**src/rtl/tos_alu_pkg.sv**
```systemverilog
// Shared definitions for the multi-cycle TOS arithmetic unit.
//   op_e    : operation encodings presented on the op port
//   state_e : FSM state encodings (also exported for observation)
package tos_alu_pkg;

  typedef enum logic [1:0] {
    OP_UMUL    = 2'b00,
    OP_UDIVMOD = 2'b01,
    OP_SHL     = 2'b10,
    OP_ASHR    = 2'b11
  } op_e;

  typedef enum logic [1:0] {
    ST_IDLE = 2'b00,
    ST_RUN  = 2'b01,
    ST_FIN  = 2'b10
  } state_e;

endpackage

```
**src/rtl/tos_seq_alu_if.sv**
```systemverilog
// Request/result bundle between the stack core and tos_seq_alu.
//   start, op, TOS, arg         : request (core -> unit)
//   busy, done, result_lo/hi,err: status/results (unit -> core)
//   state                       : FSM state, observation only
// Handshake: a request is accepted on a clk edge where start=1 and the unit
// is idle (busy=0); start at any other time is dropped, never queued. busy
// rises after the accepting edge; done pulses for one cycle when results and
// err are written, and they then hold until the next accepted request writes
// them again. Request inputs may change freely after acceptance.
interface tos_seq_alu_if
  import tos_alu_pkg::*;
#(
  parameter int WIDTH = 16
);
  logic             start;
  logic [1:0]       op;
  logic [WIDTH-1:0] TOS;
  logic [WIDTH-1:0] arg;
  logic             busy;
  logic             done;
  logic [WIDTH-1:0] result_lo;
  logic [WIDTH-1:0] result_hi;
  logic             err;
  state_e           state;

  modport master (
    output start, op, TOS, arg,
    input  busy, done, result_lo, result_hi, err, state
  );

  modport slave (
    input  start, op, TOS, arg,
    output busy, done, result_lo, result_hi, err, state
  );
endinterface

```
**src/rtl/tos_seq_step.sv**
```systemverilog
// One iteration of the iterative datapath, purely combinational.
// Optional feature macro: TOS_SEQ_ALU_DIV_EN builds the restoring divider.
// Ports:
//   op_i      : operation in flight
//   acc_i     : 2*WIDTH accumulator {hi, lo}
//   mcand_i   : multiplicand (UMUL)
//   divisor_i : divisor (UDIVMOD)
//   acc_o     : accumulator after one iteration
module tos_seq_step
  import tos_alu_pkg::*;
#(
  parameter int WIDTH = 16
) (
  input  op_e                  op_i,
  input  logic [2*WIDTH-1:0]   acc_i,
  input  logic [WIDTH-1:0]     mcand_i,
  input  logic [WIDTH-1:0]     divisor_i,
  output logic [2*WIDTH-1:0]   acc_o
);

  logic [WIDTH:0] mul_sum;
  logic [WIDTH:0] div_shift;
  logic [WIDTH:0] div_trial;

  // Shift-add: hi accumulates the multiplicand when the multiplier LSB
  // (acc[0]) is set; the carry lands in the top bit as the pair shifts right.
  assign mul_sum   = {1'b0, acc_i[2*WIDTH-1:WIDTH]} + {1'b0, mcand_i};

  // Restoring divide: partial remainder (hi) gains the next dividend bit.
  assign div_shift = {acc_i[2*WIDTH-1:WIDTH], acc_i[WIDTH-1]};

`ifdef TOS_SEQ_ALU_DIV_EN
  assign div_trial = div_shift - {1'b0, divisor_i};
`else
  logic unused_div;
  assign unused_div = ^{divisor_i, div_shift};
  assign div_trial  = '0;
`endif

  always_comb begin
    acc_o = acc_i;
    case (op_i)
      OP_UMUL: begin
        if (acc_i[0]) acc_o = {mul_sum, acc_i[WIDTH-1:1]};
        else          acc_o = {1'b0, acc_i[2*WIDTH-1:1]};
      end
      OP_UDIVMOD: begin
`ifdef TOS_SEQ_ALU_DIV_EN
        // Non-negative trial means the divisor fits: keep it, quotient bit 1.
        if (!div_trial[WIDTH])
          acc_o = {div_trial[WIDTH-1:0], acc_i[WIDTH-2:0], 1'b1};
        else
          acc_o = {div_shift[WIDTH-1:0], acc_i[WIDTH-2:0], 1'b0};
`else
        acc_o = acc_i;
`endif
      end
      OP_SHL:  acc_o = {acc_i[2*WIDTH-1:WIDTH], acc_i[WIDTH-2:0], 1'b0};
      OP_ASHR: acc_o = {acc_i[2*WIDTH-1:WIDTH], acc_i[WIDTH-1], acc_i[WIDTH-1:1]};
      default: acc_o = acc_i;
    endcase
  end

endmodule

```
**src/rtl/tos_seq_alu.sv**
```systemverilog
// Multi-cycle arithmetic unit beside the stack core's TOS path: iterative
// unsigned multiply, unsigned divide/modulo, and multi-bit shifts on
// (arg, TOS). busy feeds the core's wait_state.
// Optional feature macro: TOS_SEQ_ALU_DIV_EN (op 01 performs UDIVMOD; when
// undefined op 01 completes in one cycle with zero results and err=1).
// Ports:
//   clk     : clock, all state on posedge
//   reset_n : asynchronous active-low reset
//   bus     : tos_seq_alu_if.slave (request, results, busy/done/err, state)
module tos_seq_alu
  import tos_alu_pkg::*;
#(
  parameter int WIDTH = 16
) (
  input  logic        clk,
  input  logic        reset_n,
  tos_seq_alu_if.slave bus
);

  localparam int CNT_W = $clog2(WIDTH) + 1;
  localparam int SH_W  = $clog2(WIDTH);

  state_e               state_q, state_d;
  op_e                  op_q, op_d;
  logic [WIDTH-1:0]     a_q, a_d;
  logic [WIDTH-1:0]     b_q, b_d;
  logic [2*WIDTH-1:0]   acc_q, acc_d;
  logic [CNT_W-1:0]     cnt_q, cnt_d;
  logic                 busy_q, busy_d;
  logic                 done_q, done_d;
  logic [WIDTH-1:0]     lo_q, lo_d;
  logic [WIDTH-1:0]     hi_q, hi_d;
  logic                 err_q, err_d;

  logic [2*WIDTH-1:0]   acc_step;
  op_e                  req_op;
  logic [SH_W-1:0]      req_n;
  logic                 req_skip;
  logic                 shift_zero;

  tos_seq_step #(.WIDTH(WIDTH)) u_step (
    .op_i      (op_q),
    .acc_i     (acc_q),
    .mcand_i   (a_q),
    .divisor_i (b_q),
    .acc_o     (acc_step)
  );

  assign req_op = op_e'(bus.op);
  assign req_n  = bus.TOS[SH_W-1:0];

  // Divide-by-zero and the disabled divider go straight to FIN.
`ifdef TOS_SEQ_ALU_DIV_EN
  assign req_skip = (req_op == OP_UDIVMOD) && (bus.TOS == '0);
`else
  assign req_skip = (req_op == OP_UDIVMOD);
`endif

  // A zero shift still spends one RUN cycle but must leave the value alone.
  assign shift_zero = (b_q[SH_W-1:0] == '0);

  always_comb begin
    state_d = state_q;
    op_d    = op_q;
    a_d     = a_q;
    b_d     = b_q;
    acc_d   = acc_q;
    cnt_d   = cnt_q;
    busy_d  = busy_q;
    done_d  = 1'b0;
    lo_d    = lo_q;
    hi_d    = hi_q;
    err_d   = err_q;

    case (state_q)
      ST_IDLE: begin
        if (bus.start) begin
          op_d   = req_op;
          a_d    = bus.arg;
          b_d    = bus.TOS;
          acc_d  = {{WIDTH{1'b0}}, (req_op == OP_UMUL) ? bus.TOS : bus.arg};
          busy_d = 1'b1;
          if (req_op == OP_SHL || req_op == OP_ASHR)
            cnt_d = (req_n == '0) ? CNT_W'(1) : {1'b0, req_n};
          else
            cnt_d = CNT_W'(WIDTH);
          state_d = req_skip ? ST_FIN : ST_RUN;
        end
      end

      ST_RUN: begin
        if (!((op_q == OP_SHL || op_q == OP_ASHR) && shift_zero))
          acc_d = acc_step;
        cnt_d = cnt_q - CNT_W'(1);
        if (cnt_q == CNT_W'(1)) state_d = ST_FIN;
      end

      ST_FIN: begin
        state_d = ST_IDLE;
        busy_d  = 1'b0;
        done_d  = 1'b1;
        case (op_q)
          OP_UMUL: begin
            lo_d  = acc_q[WIDTH-1:0];
            hi_d  = acc_q[2*WIDTH-1:WIDTH];
            err_d = 1'b0;
          end
          OP_UDIVMOD: begin
`ifdef TOS_SEQ_ALU_DIV_EN
            if (b_q == '0) begin
              lo_d  = '1;
              hi_d  = a_q;
              err_d = 1'b1;
            end else begin
              lo_d  = acc_q[WIDTH-1:0];
              hi_d  = acc_q[2*WIDTH-1:WIDTH];
              err_d = 1'b0;
            end
`else
            lo_d  = '0;
            hi_d  = '0;
            err_d = 1'b1;
`endif
          end
          default: begin
            lo_d  = acc_q[WIDTH-1:0];
            hi_d  = '0;
            err_d = 1'b0;
          end
        endcase
      end

      default: begin
        state_d = ST_IDLE;
        busy_d  = 1'b0;
      end
    endcase
  end

  always_ff @(posedge clk or negedge reset_n) begin
    if (!reset_n) begin
      state_q <= ST_IDLE;
      op_q    <= OP_UMUL;
      a_q     <= '0;
      b_q     <= '0;
      acc_q   <= '0;
      cnt_q   <= '0;
      busy_q  <= 1'b0;
      done_q  <= 1'b0;
      lo_q    <= '0;
      hi_q    <= '0;
      err_q   <= 1'b0;
    end else begin
      state_q <= state_d;
      op_q    <= op_d;
      a_q     <= a_d;
      b_q     <= b_d;
      acc_q   <= acc_d;
      cnt_q   <= cnt_d;
      busy_q  <= busy_d;
      done_q  <= done_d;
      lo_q    <= lo_d;
      hi_q    <= hi_d;
      err_q   <= err_d;
    end
  end

  assign bus.busy      = busy_q;
  assign bus.done      = done_q;
  assign bus.result_lo = lo_q;
  assign bus.result_hi = hi_q;
  assign bus.err       = err_q;
  assign bus.state     = state_q;

endmodule

```
**src/flat_wrapper.sv**
```systemverilog
// flat-port wrapper written by rule: the top's interface ports become plain ports
module tos_seq_alu_flat import tos_alu_pkg::*;
#(
  parameter int WIDTH = 16
)
  (clk, reset_n, bus_start, bus_op, bus_TOS, bus_arg, bus_busy, bus_done, bus_result_lo, bus_result_hi, bus_err, bus_state);
  tos_seq_alu_if #(.WIDTH(WIDTH)) bus_i ();
  input  logic clk;
  input  logic reset_n;
  input wire logic [$bits(bus_i.start)-1:0] bus_start;
  input wire logic [$bits(bus_i.op)-1:0] bus_op;
  input wire logic [$bits(bus_i.TOS)-1:0] bus_TOS;
  input wire logic [$bits(bus_i.arg)-1:0] bus_arg;
  output wire logic [$bits(bus_i.busy)-1:0] bus_busy;
  output wire logic [$bits(bus_i.done)-1:0] bus_done;
  output wire logic [$bits(bus_i.result_lo)-1:0] bus_result_lo;
  output wire logic [$bits(bus_i.result_hi)-1:0] bus_result_hi;
  output wire logic [$bits(bus_i.err)-1:0] bus_err;
  output wire logic [$bits(bus_i.state)-1:0] bus_state;
  assign bus_i.start = bus_start;
  assign bus_i.op = bus_op;
  assign bus_i.TOS = bus_TOS;
  assign bus_i.arg = bus_arg;
  assign bus_busy = bus_i.busy;
  assign bus_done = bus_i.done;
  assign bus_result_lo = bus_i.result_lo;
  assign bus_result_hi = bus_i.result_hi;
  assign bus_err = bus_i.err;
  assign bus_state = bus_i.state;
  tos_seq_alu #(.WIDTH(WIDTH)) u_core (.clk(clk), .reset_n(reset_n), .bus(bus_i));
endmodule
```
**config.mk**
```make
export PLATFORM = sky130hd
export DESIGN_NAME = tos_seq_alu_flat
export DESIGN_NICKNAME = d
export VERILOG_FILES = /design/src/rtl/tos_alu_pkg.sv /design/src/rtl/tos_seq_alu_if.sv /design/src/rtl/tos_seq_step.sv /design/src/rtl/tos_seq_alu.sv /design/src/flat_wrapper.sv
export SDC_FILE = /design/constraint.sdc
export NUM_CORES = 1
export LEC_CHECK = 0
export CORE_MARGIN = 8
export CORE_UTILIZATION = 40
export CTS_BUF_LIST = sky130_fd_sc_hd__clkbuf_16
export CTS_CLUSTER_SIZE = 14
export DETAILED_ROUTE_END_ITERATION = 8
export HOLD_SLACK_MARGIN = 0.15
export PLACE_DENSITY = 0.69
export SETUP_SLACK_MARGIN = 0.05
export SLEW_MARGIN = 40
export SYNTH_ARGS = -nofsm -noshare
export SYNTH_HDL_FRONTEND = slang
export SYNTH_SLANG_ARGS = --single-unit
```
**constraint.sdc**
```tcl
create_clock -name clk -period 2.7 [get_ports clk]
set_input_delay 0.405 -clock clk [delete_from_list [all_inputs] [get_ports clk]]
set_output_delay 0.405 -clock clk [all_outputs]
set_load 0.02 [all_outputs]
```
==> results.sh, run 1 <==
export IMPL_status="finished, final reports clean"
export IMPL_final_nets=656
export IMPL_ys_async_sr_fraction_pct=100
export IMPL_p_leak_nw=2.83
export IMPL_cts_tree="yes"
export IMPL_ys_ff_latch=96
export IMPL_final_common_cell="nand2_1"
export IMPL_synth_edf_count=0
export IMPL_critical_path_max_stage_delay_ps=420
export IMPL_layout_common_cells="nand2_1, dfrtp_1, clkdlybuf4s50_1, o21ai_0, a22o_1"
export IMPL_io_pin_count=74
export IMPL_viasPerCell=5.46
export IMPL_clk_latency_ps=340
export IMPL_syn_inst=533
export IMPL_fillers=1162
export IMPL_required_ps=2940
export IMPL_die_w_um=128
export IMPL_start_util_pct=40.4
export IMPL_hpwl_um=9790
export IMPL_setup_tns_ps=0
export IMPL_dieArea_mm2=0.0164
export IMPL_tightest_slew_ps=673
export IMPL_critPathMaxFanout=4
export IMPL_seqPwrFrac_pct=35.0
export IMPL_dr_pass1_iters=7
export IMPL_whs_endpoint="u_core.a_q[8]"
export IMPL_critPathLaunchType="flop"
export IMPL_initialDrtViolationCount=463
export IMPL_clock_power_share_pct=20.3
export IMPL_clock_sinks=96
export IMPL_worstHoldPathType="reg -> reg"
export IMPL_io_buffers=73
export IMPL_ir_drop_mv=0.638
export IMPL_cp_end_kind="flop"
export IMPL_slowest_stage="fa_1"
export IMPL_drive_above_1_share_pct=8.60
export IMPL_cts_max_path_buffers=2
export IMPL_power_internal_mw=4.52
export IMPL_path_clk_slew_ps=70
export IMPL_rr_endpoint="u_core.acc_q[27]"
export IMPL_drc=0
export IMPL_max_slew_margin_pct=55.0
export IMPL_combPwrFrac_pct=44.7
export IMPL_rows=41
export IMPL_fmax_ghz=0.404
export IMPL_cts_root_buf="clkbuf_16"
export IMPL_ff2ff_setup_slack_ps=230
export IMPL_cts_resized_gates=0
export IMPL_ys_seq_area_share_pct=47.7
export IMPL_crit_buf_inv=0
export IMPL_hold_ws_ps=482
export IMPL_min_path_cells=2
export IMPL_switchingPower_mw=3.05
export IMPL_place_congestion=0.909
export IMPL_hold_viol_final=0
export IMPL_wl_per_cell_um=17.3
export IMPL_synth_top_area_cell="dfrtp_1"
export IMPL_rsz0062_at_grt="no"
export IMPL_finalClockSkew_ps=8.66
export IMPL_netlist_area_mm2=0.00503
export IMPL_synth_top_area_share_pct=47.7
export IMPL_r2r_cells=8
export IMPL_numCtsBuffers=9
export IMPL_grt_max_degree=67
export IMPL_num_vias=4245
export IMPL_cp_cell_sequence="ha_1 -> fa_1 -> a21o_1 -> a221o_1 -> o221ai_2 -> o31ai_1 -> xnor2_1 -> o21ai_0"
export IMPL_r2r_start="u_core.acc_q[16]"
export IMPL_synthFlopType="dfrtp_1"
export IMPL_cts_max_level=3
export IMPL_switching_share_pct=40.3
export IMPL_grt_overflow_total=0
export IMPL_diodes=0
export IMPL_grtUsageTotal_pct=17.0
export IMPL_drt_total_wl_um=13500
export IMPL_syn_avg_cell_area_um2=9.44
export IMPL_arrival_ps=2720
export IMPL_design_area_mm2=0.00631
export IMPL_grt_pass1_wl_um=22100
export IMPL_synthDistinctLibCells=51
export IMPL_drtAntennaViolNets=0
export IMPL_finalCriticalPeriod_ps=2470
export IMPL_place_area_mm2=0.00594
export IMPL_antenna_found_initial=0
export IMPL_core_mm2=0.0125
export IMPL_path_delay_family="compound AO/OA/AOI/OAI gates"
export IMPL_synth_area_leaders="dfrtp_1, nand2_1, a22o_1, o21ai_0, ha_1"
export IMPL_first_global_vias=4244
export IMPL_finalCritPeriodShare_pct=91.6
export IMPL_setup_violations=0
export IMPL_syn_to_final_growth_pct=25.5
export IMPL_yosysWarnings=0
export IMPL_synth_fp_nets=589
export IMPL_maxCapViolCount=0
export IMPL_die_y_um=128
export IMPL_slew_viol_final=0
export IMPL_criticalPathCategory="reg -> reg"
export IMPL_min_from="u_core.a_q[8]"
export IMPL_p_per_area_mw_per_mm2=1200
-- per-stage QoR --
| step | std cells | utilization, % | power (mW) | worst slack [ps] |
|---|---|---|---|---|
| CTS | 777 | 50.6 | 7.60 | 205 |
| global placement | 760 | 47.6 | 5.92 | 291 |
| global route | 777 | 50.6 | 8.14 | 88.0 |
| detailed placement | 760 | 47.7 | 6.04 | 265 |
| finish | 777 | 50.6 | 7.57 | 227 |
| floorplan | 533 | - | 4.85 | 514 |
-- state kept, by name (all words and copies together) (netlist names) --
register              cells
u_core.bus.busy           1
u_core.bus.result_lo     16
u_core.op_q               2
u_core.bus.result_hi     16
u_core.cnt_q              5
u_core.a_q               16
u_core.bus.err            1
u_core.bus.done           1
u_core.b_q                4
u_core.bus.state          2
u_core.acc_q             32
-- tightest hold or removal path, cell delays in order, from the launching register on --
cell,delay (ps)
dfrtp_1,340
nand2_1,50
nand2_1,60
-- cell type report --
type | instances | area (µm²) | area share (%)
Multi-Input combinational cell | 399 | 2470 | 39.1
Sequential cell | 96 | 2400 | 38.0
Timing Repair Buffer | 85 | 833 | 13.2
Clock buffer | 9 | 225 | 3.57
Tap cell | 172 | 215 | 3.41
Clock inverter | 7 | 135 | 2.14
Inverter | 9 | 33.8 | 0.535
-- worst max-delay path by stage --
| stage | start | endpoint | slack [ps] | cells after the start |
|---|---|---|---|---|
| after CTS | u_core.acc_q[16] | u_core.acc_q[27] | 210 | 8 |
| final | u_core.acc_q[16] | u_core.acc_q[27] | 230 | 8 |
| after detailed placement | u_core.acc_q[16] | u_core.acc_q[27] | 270 | 8 |
| after global placement | bus_start | u_core.acc_q[30] | 290 | 6 |
| after global routing | u_core.acc_q[16] | u_core.acc_q[25] | 90 | 8 |
| after floorplan | u_core.acc_q[16] | u_core.acc_q[31] | 510 | 8 |
-- cell usage after synthesis, types with 4 or more instances --
library cell / number
a21o_1: 8
a21oi_1: 17
a22o_1: 32
a32oi_1: 7
and3_1: 5
buf_2: 8
clkbuf_1: 18
dfrtp_1: 96
ha_1: 18
inv_1: 9
mux2_2: 15
mux2i_1: 5
nand2_1: 132
nand3_1: 18
nor2_1: 17
nor2b_1: 7
o21a_1: 4
o21ai_0: 52
o31ai_1: 4
xnor2_1: 9
-- kinds of logic after synthesis --
group	count (synthesis)	share of synthesized area [%]
AO/OA/AOI/OAI	151	20.3
XOR/XNOR	10	1.74
flip-flops	96	47.7
adder cells (fa/ha/maj)	19	4.87
multiplexers	20	4.35
AND/OR/NAND/NOR	199	17.5
buffers and inverters	38	3.48
-- repair_timing --
item | 4_1_cts | 5_1_grt
endpoints found under the setup margin | 0 | 0
buffers inserted | 0 | 0
hold buffers | 1 | 0
endpoints found under the hold margin | 30 | 0
-- routing by layer --
metal	routed length, µm	GRT usage (%)	share of wire [%]
met1	6160	22.7	46
met2	6280	26.6	47
met3	774	3.74	5.7
met4	250	5.45	1.9
met5	0	0	0
-- power groups by stage --
stage / clock network (mW) / logic (mW) / registers [mW]
2_1_floorplan: 0 / 2.15 / 2.70
3_3_place_gp: 0 / 3.28 / 2.64
3_5_place_dp: 0 / 3.36 / 2.68
4_1_cts: 1.56 / 3.39 / 2.65
5_1_grt: 1.63 / 3.77 / 2.75
6_report: 1.53 / 3.39 / 2.65
No activity file was read; power rests on OpenSTA's default activity.
==> inputs of run 2 (changes only) <==
Settings changed: CORE_UTILIZATION 40 to 45, PLACE_DENSITY 0.69 to 0.73, SLEW_MARGIN 40 to unset, SYNTH_HIERARCHICAL set to 1.
==> run 2 against run 1 <==
Clock skew is 2.6 ps lower. Worst hold slack better by 20 ps. Clock power is 18% lower.
==> results.sh, run 2 <==
export IMPL_r2r_cells=10
export IMPL_die_w_um=131
export IMPL_critical_path_max_stage_delay_ps=430
export IMPL_cts_setup_buffers=0
export IMPL_place_area_mm2=0.00675
export IMPL_finalClockSkew_ps=6.06
export IMPL_arrival_ps=2720
export IMPL_slew_viol_final=0
export IMPL_start_util_pct=45.7
export IMPL_status="finished, final reports clean"
export IMPL_place_ws_ps=191
export IMPL_cts_max_path_buffers=2
export IMPL_min_path_cells=1
export IMPL_numCtsBuffers=9
export IMPL_hold_viol_final=0
export IMPL_top_register="u_core/acc_q"
export IMPL_clock_sinks=96
export IMPL_antenna_found_initial=0
export IMPL_cts_max_level=3
export IMPL_crit_buf_inv=1
export IMPL_rows=42
export IMPL_final_common_cell="dfrtp_1"
export IMPL_path_clk_slew_ps=70
export IMPL_diodes=0
export IMPL_grt_util_met3_pct=3.70
export IMPL_drt_total_wl_um=15200
export IMPL_place_congestion=0.968
export IMPL_max_slew_margin_pct=54.8
export IMPL_slowest_stage="dfrtp_2"
export IMPL_netlist_area_mm2=0.00598
export IMPL_setup_tns_ps=0
export IMPL_syn_avg_cell_area_um2=10.2
export IMPL_rsz0062_at_grt="no"
export IMPL_tightest_slew_ps=677
export IMPL_worstHoldPathType="reg -> reg"
export IMPL_layout_common_cells="dfrtp_1, clkdlybuf4s50_1, o21ai_0, inv_1, nand2_1"
export IMPL_maxCapViolCount=0
export IMPL_wl_per_cell_um=18.6
export IMPL_synth_fp_nets=639
export IMPL_required_ps=2980
export IMPL_grt_overflow_total=0
export IMPL_largest_register_ffs=32
export IMPL_setup_violations=0
export IMPL_clk_latency_ps=350
export IMPL_setup_ws_ps=255
export IMPL_die_y_um=131
export IMPL_drive_above_1_share_pct=13.5
export IMPL_fmax_ghz=0.409
export IMPL_ir_drop_mv=0.501
export IMPL_path_common_cell="o21ai_0"
export IMPL_path_delay_family="compound AO/OA/AOI/OAI gates"
export IMPL_p_total_mw=8.56
export IMPL_initialDrtViolationCount=448
export IMPL_final_nets=695
export IMPL_dieArea_mm2=0.0172
export IMPL_io_pin_count=74
export IMPL_design_area_mm2=0.00706
export IMPL_p_per_area_mw_per_mm2=1210
export IMPL_drc=0
export IMPL_global_route_usage_met1_pct=22.2
export IMPL_met2_usage_pct=29.6
export IMPL_cp_cell_sequence="ha_1 -> fa_1 -> a21o_2 -> a221oi_4 -> buf_4 -> o21ai_0 -> xnor2_1 -> o21ai_0 -> nand2_1 -> mux2i_1"
export IMPL_finalCritPeriodShare_pct=90.5
export IMPL_syn_inst=583
export IMPL_p_leak_nw=2.92
export IMPL_yosysWarnings=6
export IMPL_finalCriticalPeriod_ps=2440
export IMPL_path_depth=10
export IMPL_core_mm2=0.0131
export IMPL_first_global_vias=4806
export IMPL_critPathMaxFanout=5
export IMPL_grt_pass1_wl_um=25200
export IMPL_grtUsageTotal_pct=17.8
export IMPL_syn_to_final_growth_pct=18.1
export IMPL_cts_root_buf="clkbuf_16"
export IMPL_hpwl_um=10900
export IMPL_num_vias=4811
export IMPL_critPathLaunchType="flop"
export IMPL_viasPerCell=5.87
export IMPL_dr_pass1_iters=5
export IMPL_cp_end_kind="flop"
export IMPL_drtAntennaViolNets=0
export IMPL_criticalPathCategory="reg -> reg"
export IMPL_cts_tree="yes"
export IMPL_io_buffers=73
export IMPL_grt_max_degree=50
export IMPL_grt_most_used_layer="met2"
-- run 2: cell types whose count changed in the layout (fill, tap and decap cells not counted), sizes merged, moves of 13 or more --
cell | previous run | this run
a211oi | 3 | 19
inv | 10 | 43
mux2i | 5 | 23
nand2 | 133 | 38
nand2b | 3 | 16
nand3 | 18 | 4
o211ai | 1 | 16
o21a | 4 | 18
o21ai | 55 | 74
o32ai | 0 | 16
-- run 2: timing repair --
item | in CTS | in global routing
endpoints found under the hold margin | 47 | 0
resized for setup | 0 | 3
hold buffers | 1 | 0
endpoints found under the setup margin | 0 | 3
-- run 2: worst register-to-register path, delay by kind of cell (launching register included) --
kind | cells | cell delay [ps]
AO/OA/AOI/OAI | 4 | 760
adder cells (fa/ha/maj) | 2 | 680
flip-flops | 1 | 430
buffers and inverters | 1 | 170
XOR/XNOR | 1 | 130
multiplexers | 1 | 130
AND/OR/NAND/NOR | 1 | 70
-- run 2: layout make-up --
type                       instances  area (µm²)
inverter                          39         146
fill                            1130        6030
tap                              176         220
timing repair buffer              91         891
clock inverter                     7        62.6
sequential                        96        2400
multi-input combinational        402        3110
clock buffer                       9         225
-- run 2: where the power goes --
group | switching, mW | leakage [nW] | total (mW) | internal [mW]
combinational | 2.50 | 1.56 | 4.60 | 2.10
clock | 0.619 | 0.139 | 1.26 | 0.645
sequential | 0.647 | 1.22 | 2.70 | 2.05
-- run 2: path summary, 6_finish.rpt --
check | slack, ps | start | end
max | 260 | u_core/acc_q[16] | u_core/acc_q[23]
max in group asynchronous | 1420 | reset_n | u_core/bus.state[1]
min | 500 | u_core/a_q[7] | u_core/a_q[7]
min in group asynchronous | 610 | reset_n | u_core/bus.result_hi[13]
max reg2reg | 260 | u_core/acc_q[16] | u_core/acc_q[23]
min reg2reg | 500 | u_core/a_q[7] | u_core/a_q[7]
-- run 2: stage by stage --
| stage | std cells | util (%) | hold slack (ps) |
|---|---|---|---|
| floorplan | 583 | - | 109 |
| global placement | 803 | 51.6 | 479 |
| detailed placement | 803 | 51.6 | 483 |
| CTS | 820 | 53.8 | 507 |
| global route | 820 | 53.9 | 520 |
| finish | 820 | 53.9 | 502 |
-- run 2: routing by layer --
metal / vias to the layer above / wire length [µm]
li1: 2258 / -
met1: 2369 / 6690
met2: 156 / 7390
met3: 28 / 825
met4: 0 / 345
met5: - / 0
==> inputs of run 3 (changes only) <==
Settings changed: DONT_BUFFER_PORTS set to 1, PLACE_DENSITY 0.73 to 0.67.
==> run 3 against run 2 <==
The run now ends with hold timing left. Global-route usage is 0.10 points lower. Power is 6.2% lower. Cell area down 11%. Worst setup slack got worse by 4.2 ps. First-iteration DRC count shrank 28%. Via count is 7.3% lower. Largest cell class unchanged. Sequential power rose by 11%. Critical path type unchanged. Non-clock buffer count is 78 lower. Sequential cell count unchanged. Clock skew rose by 3.6 ps. Register-to-register slack hardly changed.
==> results.sh, run 3 (synthesis gave the netlist of run 2 again) <==
export IMPL_grtUsageTotal_pct=17.7
export IMPL_critPathLaunchType="flop"
export IMPL_rows=42
export IMPL_die_w_um=131
export IMPL_status="complete, but fails checks"
export IMPL_cts_max_path_buffers=2
export IMPL_numCtsBuffers=9
export IMPL_slew_viol_final=0
export IMPL_clock_sinks=96
export IMPL_crit_buf_inv=0
export IMPL_cts_max_level=3
export IMPL_hold_ws_ps=-254
export IMPL_top_register="u_core/acc_q"
export IMPL_largest_register_ffs=32
export IMPL_path_clk_slew_ps=70
export IMPL_finalCriticalPeriod_ps=2450
export IMPL_criticalPathCategory="reg -> reg"
export IMPL_io_buffers=0
export IMPL_layout_common_cells="dfrtp_1, o21ai_0, inv_1, nand2_1, a22o_1"
export IMPL_violations="hold timing"
export IMPL_die_y_um=131
export IMPL_antenna_found_initial=0
export IMPL_cts_tree="yes"
export IMPL_drc=0
export IMPL_arrival_ps=2670
export IMPL_final_common_cell="dfrtp_1"
export IMPL_ff_latch_area_mm2=0.00240
export IMPL_p_leak_nw=2.61
export IMPL_cp_end_kind="flop"
export IMPL_hold_viol_final=96
export IMPL_drive_above_1_share_pct=14.1
export IMPL_finalCritPeriodShare_pct=90.7
export IMPL_fillers=1223
export IMPL_num_vias=4461
export IMPL_cp_cell_sequence="ha_1 -> fa_1 -> a21o_2 -> a221oi_4 -> o21ai_2 -> nand3_2 -> o21bai_1 -> a41o_1 -> nand2_1 -> mux2i_1"
export IMPL_cts_root_buf="clkbuf_16"
export IMPL_hpwl_um=10500
export IMPL_path_delay_family="compound AO/OA/AOI/OAI gates"
export IMPL_drtAntennaViolNets=0
export IMPL_initialDrtViolationCount=324
export IMPL_place_congestion=0.849
export IMPL_drt_total_wl_um=14900
export IMPL_critical_path_max_stage_delay_ps=420
export IMPL_start_util_pct=45.7
export IMPL_maxCapViolCount=0
export IMPL_setup_violations=0
export IMPL_critPathMaxFanout=3
export IMPL_dieArea_mm2=0.0172
export IMPL_io_pin_count=74
export IMPL_diodes=0
export IMPL_setup_tns_ps=0
export IMPL_required_ps=2920
export IMPL_dr_pass1_iters=5
export IMPL_p_total_mw=8.03
export IMPL_viasPerCell=6.01
export IMPL_fmax_ghz=0.408
export IMPL_finalClockSkew_ps=9.64
export IMPL_grt_overflow_total=0
export IMPL_wl_per_cell_um=20.1
export IMPL_grt_pass1_wl_um=24700
export IMPL_core_mm2=0.0131
export IMPL_max_slew_margin_pct=53.5
export IMPL_syn_to_final_growth_pct=4.63
export IMPL_grt_max_degree=97
export IMPL_rsz0062_at_grt="no"
export IMPL_worstHoldPathType="in -> async"
export IMPL_first_global_vias=4476
export IMPL_p_per_area_mw_per_mm2=1280
export IMPL_ir_drop_mv=0.689
export IMPL_clk_latency_ps=360
export IMPL_multi_input_area_mm2=0.00311
export IMPL_tightest_slew_ps=695
export IMPL_final_nets=617
export IMPL_slowest_stage="fa_1"
## run 3: report_power, final
group	switching [mW]	internal, mW	total (mW)
combinational	2.13	1.72	3.84
clock	0.575	0.624	1.20
sequential	0.940	2.05	2.99
## run 3: path summary, 6_finish.rpt
| path | end | slack [ps] | cells past startpoint | startpoint |
|---|---|---|---|---|
| max | u_core/acc_q[31] | 250 | 10 | u_core/acc_q[16] |
| min | u_core/acc_q[21] | -250 | 0 | reset_n |
| max reg2reg | u_core/acc_q[31] | 250 | 10 | u_core/acc_q[16] |
| min in group clk | u_core/a_q[12] | 180 | 1 | bus_arg[12] |
| min reg2reg | u_core/a_q[6] | 520 | 1 | u_core/a_q[6] |
| max in group asynchronous | u_core/a_q[7] | 2790 | 0 | reset_n |
## run 3: metrics by stage
step                      area [µm²]  hold WS, ps  std cells  setup slack (ps)  utilization [%]
after floorplan                 5980          109        583               353                -
after global placement          5960          116        725               203             45.5
after detailed placement        5960          116        725               158             45.5
after CTS                       6230         -268        741               141             47.6
after global routing            6250         -274        742              62.2             47.8
final                           6250         -254        742               251             47.8
## run 3: repair_timing
action,4_1_cts,5_1_grt
setup buffers,0,1
endpoints found under the hold margin,96,96
setup endpoints to repair,0,3
resized for setup,0,3
## run 3: area by class of cell
| type | instances | area share, % |
|---|---|---|
| Clock buffer | 9 | 3.60 |
| Sequential cell | 96 | 38.4 |
| Timing Repair Buffer | 13 | 1.56 |
| Clock inverter | 7 | 0.780 |
| Multi-Input combinational cell | 402 | 49.8 |
| Inverter | 39 | 2.34 |
| Tap cell | 176 | 3.52 |
## run 3: metal layers
| layer | global-route usage, % | routed length (µm) | up-vias |
|---|---|---|---|
| li1 | - | - | 2106 |
| met3 | 5.07 | 1040 | 23 |
| met2 | 26.7 | 6880 | 140 |
| met1 | 22.8 | 6580 | 2192 |
| met5 | 0 | 0 | - |
| met4 | 8.65 | 416 | 0 |
